**config.mk**
```make
export PLATFORM = sky130hd
export DESIGN_NAME = regfile_wb
export DESIGN_NICKNAME = d
export VERILOG_FILES = /design/src/rtl/regfile_wb.sv
export SDC_FILE = /design/constraint.sdc
export NUM_CORES = 1
export LEC_CHECK = 0
export CAP_MARGIN = 20
export CORE_ASPECT_RATIO = 0.7
export CORE_MARGIN = 3
export CORE_UTILIZATION = 40
export CTS_BUF_LIST = sky130_fd_sc_hd__clkbuf_4 sky130_fd_sc_hd__clkbuf_8
export CTS_CLUSTER_DIAMETER = 120
export CTS_CLUSTER_SIZE = 20
export DETAILED_ROUTE_END_ITERATION = 8
export PLACE_DENSITY = 0.65
export REMOVE_ABC_BUFFERS = 1
export SYNTH_ARGS = -nofsm -noshare
export SYNTH_HDL_FRONTEND = slang
export SYNTH_SLANG_ARGS = --single-unit
```
**constraint.sdc**
```tcl
create_clock -name clk -period 6.1 [get_ports clk]
set_input_delay 1.22 -clock clk [delete_from_list [all_inputs] [get_ports clk]]
set_output_delay 1.22 -clock clk [all_outputs]
set_load 0.01 [all_outputs]
```
**src/rtl/regfile_wb.sv**
```systemverilog
// regfile_wb: writeback stage and architectural register file for the bf8b core.
// Commits one retiring result per cycle, tracks a per-register pending bitmap,
// counts committed writes and serves NRD combinational read ports.
// Optional build macro REGFILE_WB_BYPASS_EN: same-cycle forwarding of the
// committing value onto matching read ports (regs output is never bypassed).
module regfile_wb #(
  parameter int unsigned DATA_W  = 8,
  parameter int unsigned NREGS   = 16,
  parameter int unsigned ADDR_W  = 4,
  parameter int unsigned NRD     = 2,
  parameter logic [3:0]  OP_LOD  = 4'b0001,
  parameter logic [3:0]  OP_ADD  = 4'b0011,
  parameter logic [3:0]  OP_ADDI = 4'b0100,
  parameter logic [3:0]  OP_LODI = 4'b0101,
  parameter logic [3:0]  OP_NAND = 4'b0110
) (
  input  logic                    clk,
  input  logic                    rst,
  input  logic                    en,
  input  logic [3:0]              op,
  input  logic [ADDR_W-1:0]       reg_addr,
  input  logic [DATA_W-1:0]       val,
  output logic                    ready,
  input  logic                    busy_set,
  input  logic [ADDR_W-1:0]       busy_addr,
  input  logic [NRD*ADDR_W-1:0]   rd_addr,
  output logic [NRD*DATA_W-1:0]   rd_data,
  output logic [NRD-1:0]          rd_busy,
  output logic [NREGS*DATA_W-1:0] regs,
  output logic [15:0]             wb_count
);

  logic [NREGS-1:0][DATA_W-1:0] reg_q, reg_d;
  logic [NREGS-1:0]             pend_q, pend_d;
  logic [15:0]                  cnt_q, cnt_d;
  logic                         ready_q;

  logic                         is_wb_op_c;
  logic [NREGS-1:0]             wr_sel_c;
  logic [NREGS-1:0]             set_sel_c;
  logic                         wr_hit_c;
  logic [NRD-1:0][DATA_W-1:0]   rd_data_c;
  logic [NRD-1:0]               rd_busy_c;

  // Opcodes that produce a register result
  always_comb begin
    is_wb_op_c = 1'b0;
    case (op)
      OP_LOD, OP_ADD, OP_ADDI, OP_LODI, OP_NAND: is_wb_op_c = 1'b1;
      default:                                    is_wb_op_c = 1'b0;
    endcase
  end

  // One-hot write/set decode; out-of-range addresses select nothing
  always_comb begin
    wr_sel_c  = '0;
    set_sel_c = '0;
    for (int i = 0; i < int'(NREGS); i++) begin
      wr_sel_c[i]  = en && is_wb_op_c && (reg_addr == ADDR_W'(i));
      set_sel_c[i] = busy_set && (busy_addr == ADDR_W'(i));
    end
    wr_hit_c = |wr_sel_c;
  end

  // Next state: commit clears pending, a same-edge set overrides the clear
  always_comb begin
    reg_d  = reg_q;
    pend_d = pend_q;
    cnt_d  = cnt_q;
    for (int i = 0; i < int'(NREGS); i++) begin
      if (wr_sel_c[i]) begin
        reg_d[i]  = val;
        pend_d[i] = 1'b0;
      end
      if (set_sel_c[i]) begin
        pend_d[i] = 1'b1;
      end
    end
    if (wr_hit_c) begin
      cnt_d = cnt_q + 16'd1;
    end
  end

  // State registers with synchronous reset taking priority over everything
  always_ff @(posedge clk) begin
    if (rst) begin
      reg_q   <= '0;
      pend_q  <= '0;
      cnt_q   <= '0;
      ready_q <= 1'b0;
    end else begin
      reg_q   <= reg_d;
      pend_q  <= pend_d;
      cnt_q   <= cnt_d;
      ready_q <= en;
    end
  end

  // Combinational read ports; out-of-range addresses read as zero
  always_comb begin
    rd_data_c = '0;
    rd_busy_c = '0;
    for (int k = 0; k < int'(NRD); k++) begin
      for (int i = 0; i < int'(NREGS); i++) begin
        if (rd_addr[k*ADDR_W +: ADDR_W] == ADDR_W'(i)) begin
          rd_data_c[k] = reg_q[i];
          rd_busy_c[k] = pend_q[i];
        end
      end
`ifdef REGFILE_WB_BYPASS_EN
      if (wr_hit_c && (rd_addr[k*ADDR_W +: ADDR_W] == reg_addr)) begin
        rd_data_c[k] = val;
        rd_busy_c[k] = 1'b0;
      end
`endif
    end
  end

  assign rd_data  = rd_data_c;
  assign rd_busy  = rd_busy_c;
  assign regs     = reg_q;
  assign wb_count = cnt_q;
  assign ready    = ready_q;

endmodule

```
# Word level (Yosys, flattened, before mapping)
# Index checks and enable logic that the tools add are counted.
word_totals:
  regBits: 161
  input_bits: 32
  output_inout_bits: 163
  word_cells: 252
classes:
  n_addsub: 1
  eq_ne: 65
  n_mux: 97
  n_reduce_logical: 55
op_table:
  columns: ["op", "count"]
  rows:
  - ["$mux W8", 32]
  - ["$eq A4 B4 Y1 const B", 32]
  - ["$eq A4 B3 Y1 const B", 19]
  - ["$mux W1", 65]
  - ["$eq A4 B2 Y1 const B", 9]
  - ["$logic_and A1 B1 Y1", 33]
  - ["$reduce_bool A2 Y1", 16]
  - ["$eq A4 B1 Y1 const B", 5]
  - ["$add A16 B1 Y16 const B", 1]
  - ["$logic_not A4 Y1", 4]
  - ["$reduce_or A16 Y1", 1]
  - ["$reduce_or A5 Y1", 1]

# Logic depth before layout (Yosys ltp)
# Gate-level depths: netlist (run 1).
logic_depth:
  word_depth: 17
  ltp_mapped: 9
  ltp_nobuf: 6

# Worst setup path after synthesis (run 1)
# No wires, ideal clock.
synth_timing:
  path_type: "input to output"
  start: "input rd_addr[0]"
  end: "output rd_data[7]"
  arrival_ps: 2674
  required_ps: 4880
  path_slack_ps: 2206
  stages: 8
  n_path_buf: 4
  cell_sequence: "buf_2 > buf_2 > buf_2 > buf_2 > o22ai_1 > a21oi_1 > o21ai_0 > a21oi_1"
synth_via:
  elab_chain_cells: 17
  word_cells_on_any_way: 32
  cone_classes: "eq/ne: 15; mux: 16; reduce/logical: 1"
synth_rtl:
  columns: ["element", "line", "text"]
  rows:
  - ["from (decl)", "26", "input logic [NRD*ADDR_W-1:0] rd_addr,"]
  - ["$logic_not A4 Y1", "105", "if (rd_addr[k*ADDR_W +: ADDR_W] == ADDR_W'(i)) begin"]
  - ["$mux W8 (15 in series)", "105", null]
  - ["$mux W8 *", "105", null]
  - ["to (decl)", "27", "output logic [NRD*DATA_W-1:0] rd_data,"]
# Mark *: on every way between the ends. The rest lies on a longest branch, timed or not.

# Final worst setup path (run 1)
layout_timing:
  start: "input rd_addr[4]"
  end: "output rd_data[10]"
# The elaborated chain is that of the path after synthesis.

==> impl_metrics.toml, run 1 <==
[status]
outcome = "finished, final reports clean"

[placed_design]
place_inst = 1418
io_buffers = 194
gp_congestion = 0.9355
post-dp-hpwl_mm = 23.70
dp_slack_ns = 1.021

[clocking]
root_buffer = "clkbuf_8"
clkLatencyLatePin_ns = 0.47
cts_buffers = 17
cts_buffer_depth = 2
hold_buffers = 0
cts-resized-gates = 0
cts_setup_buffers = 0
cts.clk_slew.worst_paths_ns = 0.09
tritoncts = "done"
htree_num_levels = 4
clock_sinks = 161

[logic_synthesis]
synth_ff_type = "dfxtp_1"
seq_area_frac_synth = 0.3573
synth.distinct_cells = 62
async_flop_share = 0
synth_seq_cells = 161
synth_cells = 1011
synth_xor_xnor_area_share = 0.01262
synthAdderAreaFrac = 0.001387
yosys_warnings = 0
synth_area_um2 = 9021
muxShareOfSynthArea = 0.2616
synth_edf_count = 0
synth_compound_area_frac = 0.1420
synth_top_family_by_area = "multiplexers"
avgSynthCellArea_um2 = 8.923
yosys.area_share.simple = 0.1732

[timing]
tns_ns = 0
slew_headroom = 0.2992
slew_violations = 0
period_minus_slack_ns = 5.143
setup_ws_ns = 0.9574
fin_crit_sh = 0.8430
clock_skew_ns = 0.01171
finalHoldViolations = 0
rsz0062_at_grt = "no"
max_freq_mhz = 194.5
setup_viol = 0
worstMarginPinSlew_ns = 1.048

[power]
p_sw_uw = 631.1
pwr_density_cell_nw_per_um2 = 189.7
p_int_mw = 1.559
p_clk_frac = 0.382
peakVddDrop_mv = 0.1387
power_frac_comb = 0.130
p_sw_frac = 0.2881
seq_power_share = 0.488
p_leak_nw = 4.470
p_total_mw = 2.190

[critical_path]
path_class = "input port to primary output"
end_kind = "primary output"
crit_required_ns = 4.88
worstPathMaxFanout = 29
arrival_ns = 3.92
start_kind = "input port"

[global_routing]
first_global_vias = 7842
grtUsageTotal = 0.2737
antenna_found_initial = 0
grt_max_degree = 78
grt_pass1_wl_mm = 51.08
grt_remaining_overflow = 0

[finish]
diodes = 0
fillers = 2018
drive_gt1_frac = 0.1027
area_growth_pct = 27.96
layout_commonest_cell = "clkdlybuf4s50_1"
nets = 1188
final_cell_mix = "clkdlybuf4s50_1, nor2_1, mux2i_1"
fin_cells = 1450

[detailed_routing]
wire_per_inst_um = 23.60
vias = 8735
drc_errors = 0
drt_iter0_drc = 1122
ant_nets = 0
viasPerCell = 6.024
drt_wl_total_mm = 34.21
drtPass1Iterations = 6

[job]
max-cap-violations = 0

[die]
dieArea_um2 = 24420
dieWidth_um = 185.5
initial_core_util = 0.4119
num_rows = 45
core-area_um2 = 21900
ios = 195
die_h_um = 131.6

[min_path]
hold_class = "flip-flop to flip-flop"
-- area by class of cell --
| cell class | instances | area [um^2] | area share |
|---|---|---|---|
| Timing Repair Buffer | 216 | 2074 | 0.1797 |
| Inverter | 21 | 78.83 | 0.006829 |
| Multi-Input combinational cell | 738 | 5404 | 0.4681 |
| Clock inverter | 13 | 148.9 | 0.01290 |
| Clock buffer | 19 | 261.5 | 0.02265 |
| Sequential cell | 161 | 3223 | 0.2792 |
| Tap cell | 282 | 352.8 | 0.03057 |
-- worst paths after layout --
check | start | end | slack (ns) | cells past startpoint
max reg2reg | wb_count[2] | wb_count[15] | 4.25 | 5
min | wb_count[15] | wb_count[15] | 0.53 | 2
max | rd_addr[4] | rd_data[10] | 0.96 | 8
min reg2reg | wb_count[15] | wb_count[15] | 0.53 | 2
-- synth_stat cells, types with 5 or more instances --
| cell type | n | share of area |
|---|---|---|
| mux4_2 | 22 | 0.055 |
| or2_2 | 7 | 0.0049 |
| a32oi_1 | 7 | 0.0068 |
| clkbuf_1 | 46 | 0.019 |
| a221oi_1 | 5 | 0.0049 |
| nor3_1 | 26 | 0.014 |
| buf_2 | 35 | 0.019 |
| nand2_1 | 28 | 0.012 |
| nor2_1 | 178 | 0.074 |
| nand2b_1 | 15 | 0.010 |
| o21ai_0 | 39 | 0.022 |
| o221ai_1 | 8 | 0.0078 |
| a21o_1 | 10 | 0.0083 |
| or3_1 | 9 | 0.0062 |
| dfxtp_1 | 161 | 0.36 |
| nand3_1 | 15 | 0.0083 |
| nor2b_1 | 18 | 0.012 |
| a222oi_1 | 6 | 0.0067 |
| a31oi_1 | 9 | 0.0062 |
| o22ai_1 | 6 | 0.0042 |
| o32ai_1 | 9 | 0.0087 |
| a21oi_1 | 28 | 0.016 |
| buf_1 | 9 | 0.0037 |
| nand4_1 | 10 | 0.0069 |
| a211oi_1 | 9 | 0.0075 |
| mux2i_1 | 166 | 0.18 |
| nor3b_1 | 6 | 0.0050 |
| o211ai_1 | 8 | 0.0067 |
| inv_1 | 21 | 0.0087 |
| xor2_1 | 7 | 0.0068 |
| and3_1 | 8 | 0.0055 |
| a22oi_1 | 8 | 0.0067 |
| xnor2_1 | 6 | 0.0058 |
| mux2_2 | 18 | 0.022 |
-- power by group through the flow --
stage / Combinational (mW) / Sequential (mW) / Clock, mW
5_1_grt: 0.303 / 1.07 / 0.885
6_report: 0.285 / 1.07 / 0.837
3_5_place_dp: 0.277 / 1.09 / 0
2_1_floorplan: 0.107 / 1.09 / 0
4_1_cts: 0.278 / 1.07 / 0.850
3_3_place_gp: 0.277 / 1.09 / 0
-- flip-flops by register name, indices dropped and copies added (netlist names) --
register and flops:
pend_q 16, regs 128, wb_count 16, ready 1
-- routing by layer --
layer  track usage  vias to the layer above  routed length [um]
li1              -                     3968                   -
met1        0.4262                     4248               16140
met2        0.3686                      479               13800
met3       0.07333                       40                3686
met4       0.06664                        0                 584
met5             0                        -                   0
-- worst max-delay path, stage by stage --
cell and delay, ns:
buf_2 0.35, buf_4 0.46, nor2b_1 0.53, a221oi_1 0.21
o21ai_0 0.28, a2bb2oi_1 0.13, a31o_2 0.25, clkdlybuf4s50_1 0.48
-- logic make-up (layout without fill, tap and decap cells) --
family	Yosys count	after routing
adder cells (fa/ha/maj)	1	1
AND/OR/NAND/NOR	335	335
buffers and inverters	112	269
multiplexers	206	206
AO/OA/AOI/OAI	183	183
flip-flops	161	161
XOR/XNOR	13	13
-- through the flow --
step,cell area [um^2],utilization,hold WS (ns)
floorplan,8632,-,0.4653
global placement,11130,0.5083,0.4996
detailed placement,11130,0.5083,0.4957
CTS,11540,0.5270,0.5221
finish,11540,0.5270,0.5279
global route,11540,0.5270,0.5496
Note: power is estimated with default switching activity, not from simulation.
==> run 2: changes to the inputs <==
--- a/config.mk
+++ b/config.mk
@@ -13,7 +13,7 @@
 export CTS_CLUSTER_DIAMETER = 120
 export CTS_CLUSTER_SIZE = 20
 export DETAILED_ROUTE_END_ITERATION = 8
-export PLACE_DENSITY = 0.65
+export PLACE_DENSITY = 0.68
 export REMOVE_ABC_BUFFERS = 1
 export SYNTH_ARGS = -nofsm -noshare
 export SYNTH_HDL_FRONTEND = slang
==> constraint.sdc (replaced) <==
create_clock -name clk -period 4.5 [get_ports clk]
set_input_delay 0.9 -clock clk [delete_from_list [all_inputs] [get_ports clk]]
set_output_delay 0.9 -clock clk [all_outputs]
set_load 0.01 [all_outputs]
==> run 2 against run 1 <==
Sequential power increased by 36%. Non-clock buffer count increased by 23. Die area unchanged. Clock power increased by 35%. Core utilization increased by 0.89 points. Critical path type unchanged. Critical endpoint unchanged.
==> impl_metrics.toml, run 2 (synthesized netlist as in run 1, its figures left out) <==
[global_routing]
first_global_vias = 7917
grt_max_degree = 80
met3_usage = 0.06309
grt_pass1_wl_mm = 51.09
busiest_layer = "met1"
antenna_found_initial = 0
grtUsageTotal = 0.2749
use_met1 = 0.4245
met2_usage = 0.3819
grt_remaining_overflow = 0

[finish]
largest_register_ff_count = 128
register_area_um2 = 3223
drive_gt1_frac = 0.1192
diodes = 0
nets = 1211
fin_cells = 1473
multiInputGateArea_um2 = 5373
final_cell_mix = "clkdlybuf4s50_1, nor2_1, mux2i_1"
fillers = 2000
area_growth_pct = 30.11
layout_commonest_cell = "clkdlybuf4s50_1"

[timing]
slew_violations = 0
period_minus_slack_ns = 4.266
slew_headroom = 0.4026
hold_ws_ns = 0.5182
setup_viol = 0
worstMarginPinSlew_ns = 0.8961
max_freq_mhz = 234.4
clock_skew_ns = 0.01105
fin_crit_sh = 0.9480
finalHoldViolations = 0
rsz0062_at_grt = "no"
tns_ns = 0

[power]
pwr_density_cell_nw_per_um2 = 253.9
p_leak_nw = 4.583
peakVddDrop_mv = 0.1563

[detailed_routing]
drt_wl_total_mm = 34.75
drtPass1Iterations = 9
drc_errors = 0
ant_nets = 0
wire_per_inst_um = 23.59
vias = 8889
viasPerCell = 6.035
drt_iter0_drc = 1212

[clocking]
cts_buffers = 17
cts_buffer_depth = 2
clock_sinks = 161
hold_buffers = 0
cts.clk_slew.worst_paths_ns = 0.08
htree_num_levels = 4
tritoncts = "done"
cts_setup_buffers = 0
cts-resized-gates = 0
root_buffer = "clkbuf_8"
clkLatencyLatePin_ns = 0.46

[min_path]
hold_class = "flip-flop to flip-flop"

[die]
dieArea_um2 = 24420
die_h_um = 131.6
ios = 195
core-area_um2 = 21900
num_rows = 45
dieWidth_um = 185.5
initial_core_util = 0.4119

[placed_design]
post-dp-hpwl_mm = 24.38
io_buffers = 194
gp_congestion = 0.9272
place_inst = 1441

[job]
max-cap-violations = 0

[critical_path]
crit_required_ns = 3.60
worstPathMaxFanout = 11
cp-endpoint = "rd_data[10]"
start_kind = "input port"
end_kind = "primary output"
arrival_ns = 3.37
rr_endpoint = "wb_count[13]"
reg2reg_slack_ns = 2.65
reg2reg_depth = 5
path_class = "input port to primary output"
crit_path_start = "rd_addr[7]"
regToRegStartpoint = "wb_count[2]"

[status]
outcome = "finished, final reports clean"
## run 2: worst min path at each step
stage,startpoint,end,slack (ns),depth (start not counted)
after detailed placement,pend_q[13],pend_q[13],0.50,2
after floorplan,pend_q[2],pend_q[2],0.47,2
after global routing,wb_count[7],wb_count[7],0.55,2
after global placement,pend_q[13],pend_q[13],0.50,2
final,pend_q[13],pend_q[13],0.52,2
after CTS,pend_q[13],pend_q[13],0.52,2
## run 2: cell type report
type                            count  area share
Clock buffer                       24     0.02601
Inverter                           21    0.006716
Multi-Input combinational cell    738      0.4577
Clock inverter                      8    0.008741
Timing Repair Buffer              239      0.1961
Sequential cell                   161      0.2746
Tap cell                          282     0.03006
## run 2: worst max-delay path, cell delays in order
cell and delay [ns]:
clkdlybuf4s50_1 0.59, inv_1 0.28, buf_4 0.24, o21ai_0 0.10, a221oi_1 0.31, a2bb2oi_1 0.23, a31o_2 0.16, clkdlybuf4s50_1 0.54
## run 2: power breakdown
group | leakage [nW] | switching, mW | internal, mW | total (mW)
Combinational | 3.08 | 0.242 | 0.163 | 0.404
Sequential | 1.30 | 0.0134 | 1.43 | 1.45
Clock | 0.207 | 0.565 | 0.564 | 1.13
## run 2: routing by layer
metal | vias to the layer above | wire length [um]
met1 | 4284 | 16080
met3 | 43 | 3687
met4 | 0 | 690
met2 | 558 | 14300
li1 | 4004 | -
met5 | - | 0
## run 2: metrics by stage
stage | util | cell area [um^2] | worst slack [ns] | power, mW
final | 0.5359 | 11740 | 0.2340 | 2.981
after global routing | 0.5359 | 11740 | 0.1853 | 3.073
after global placement | 0.5173 | 11330 | 0.3474 | 1.871
after floorplan | - | 8632 | 1.270 | 1.625
after detailed placement | 0.5173 | 11330 | 0.3173 | 1.873
after CTS | 0.5359 | 11740 | 0.3088 | 2.982
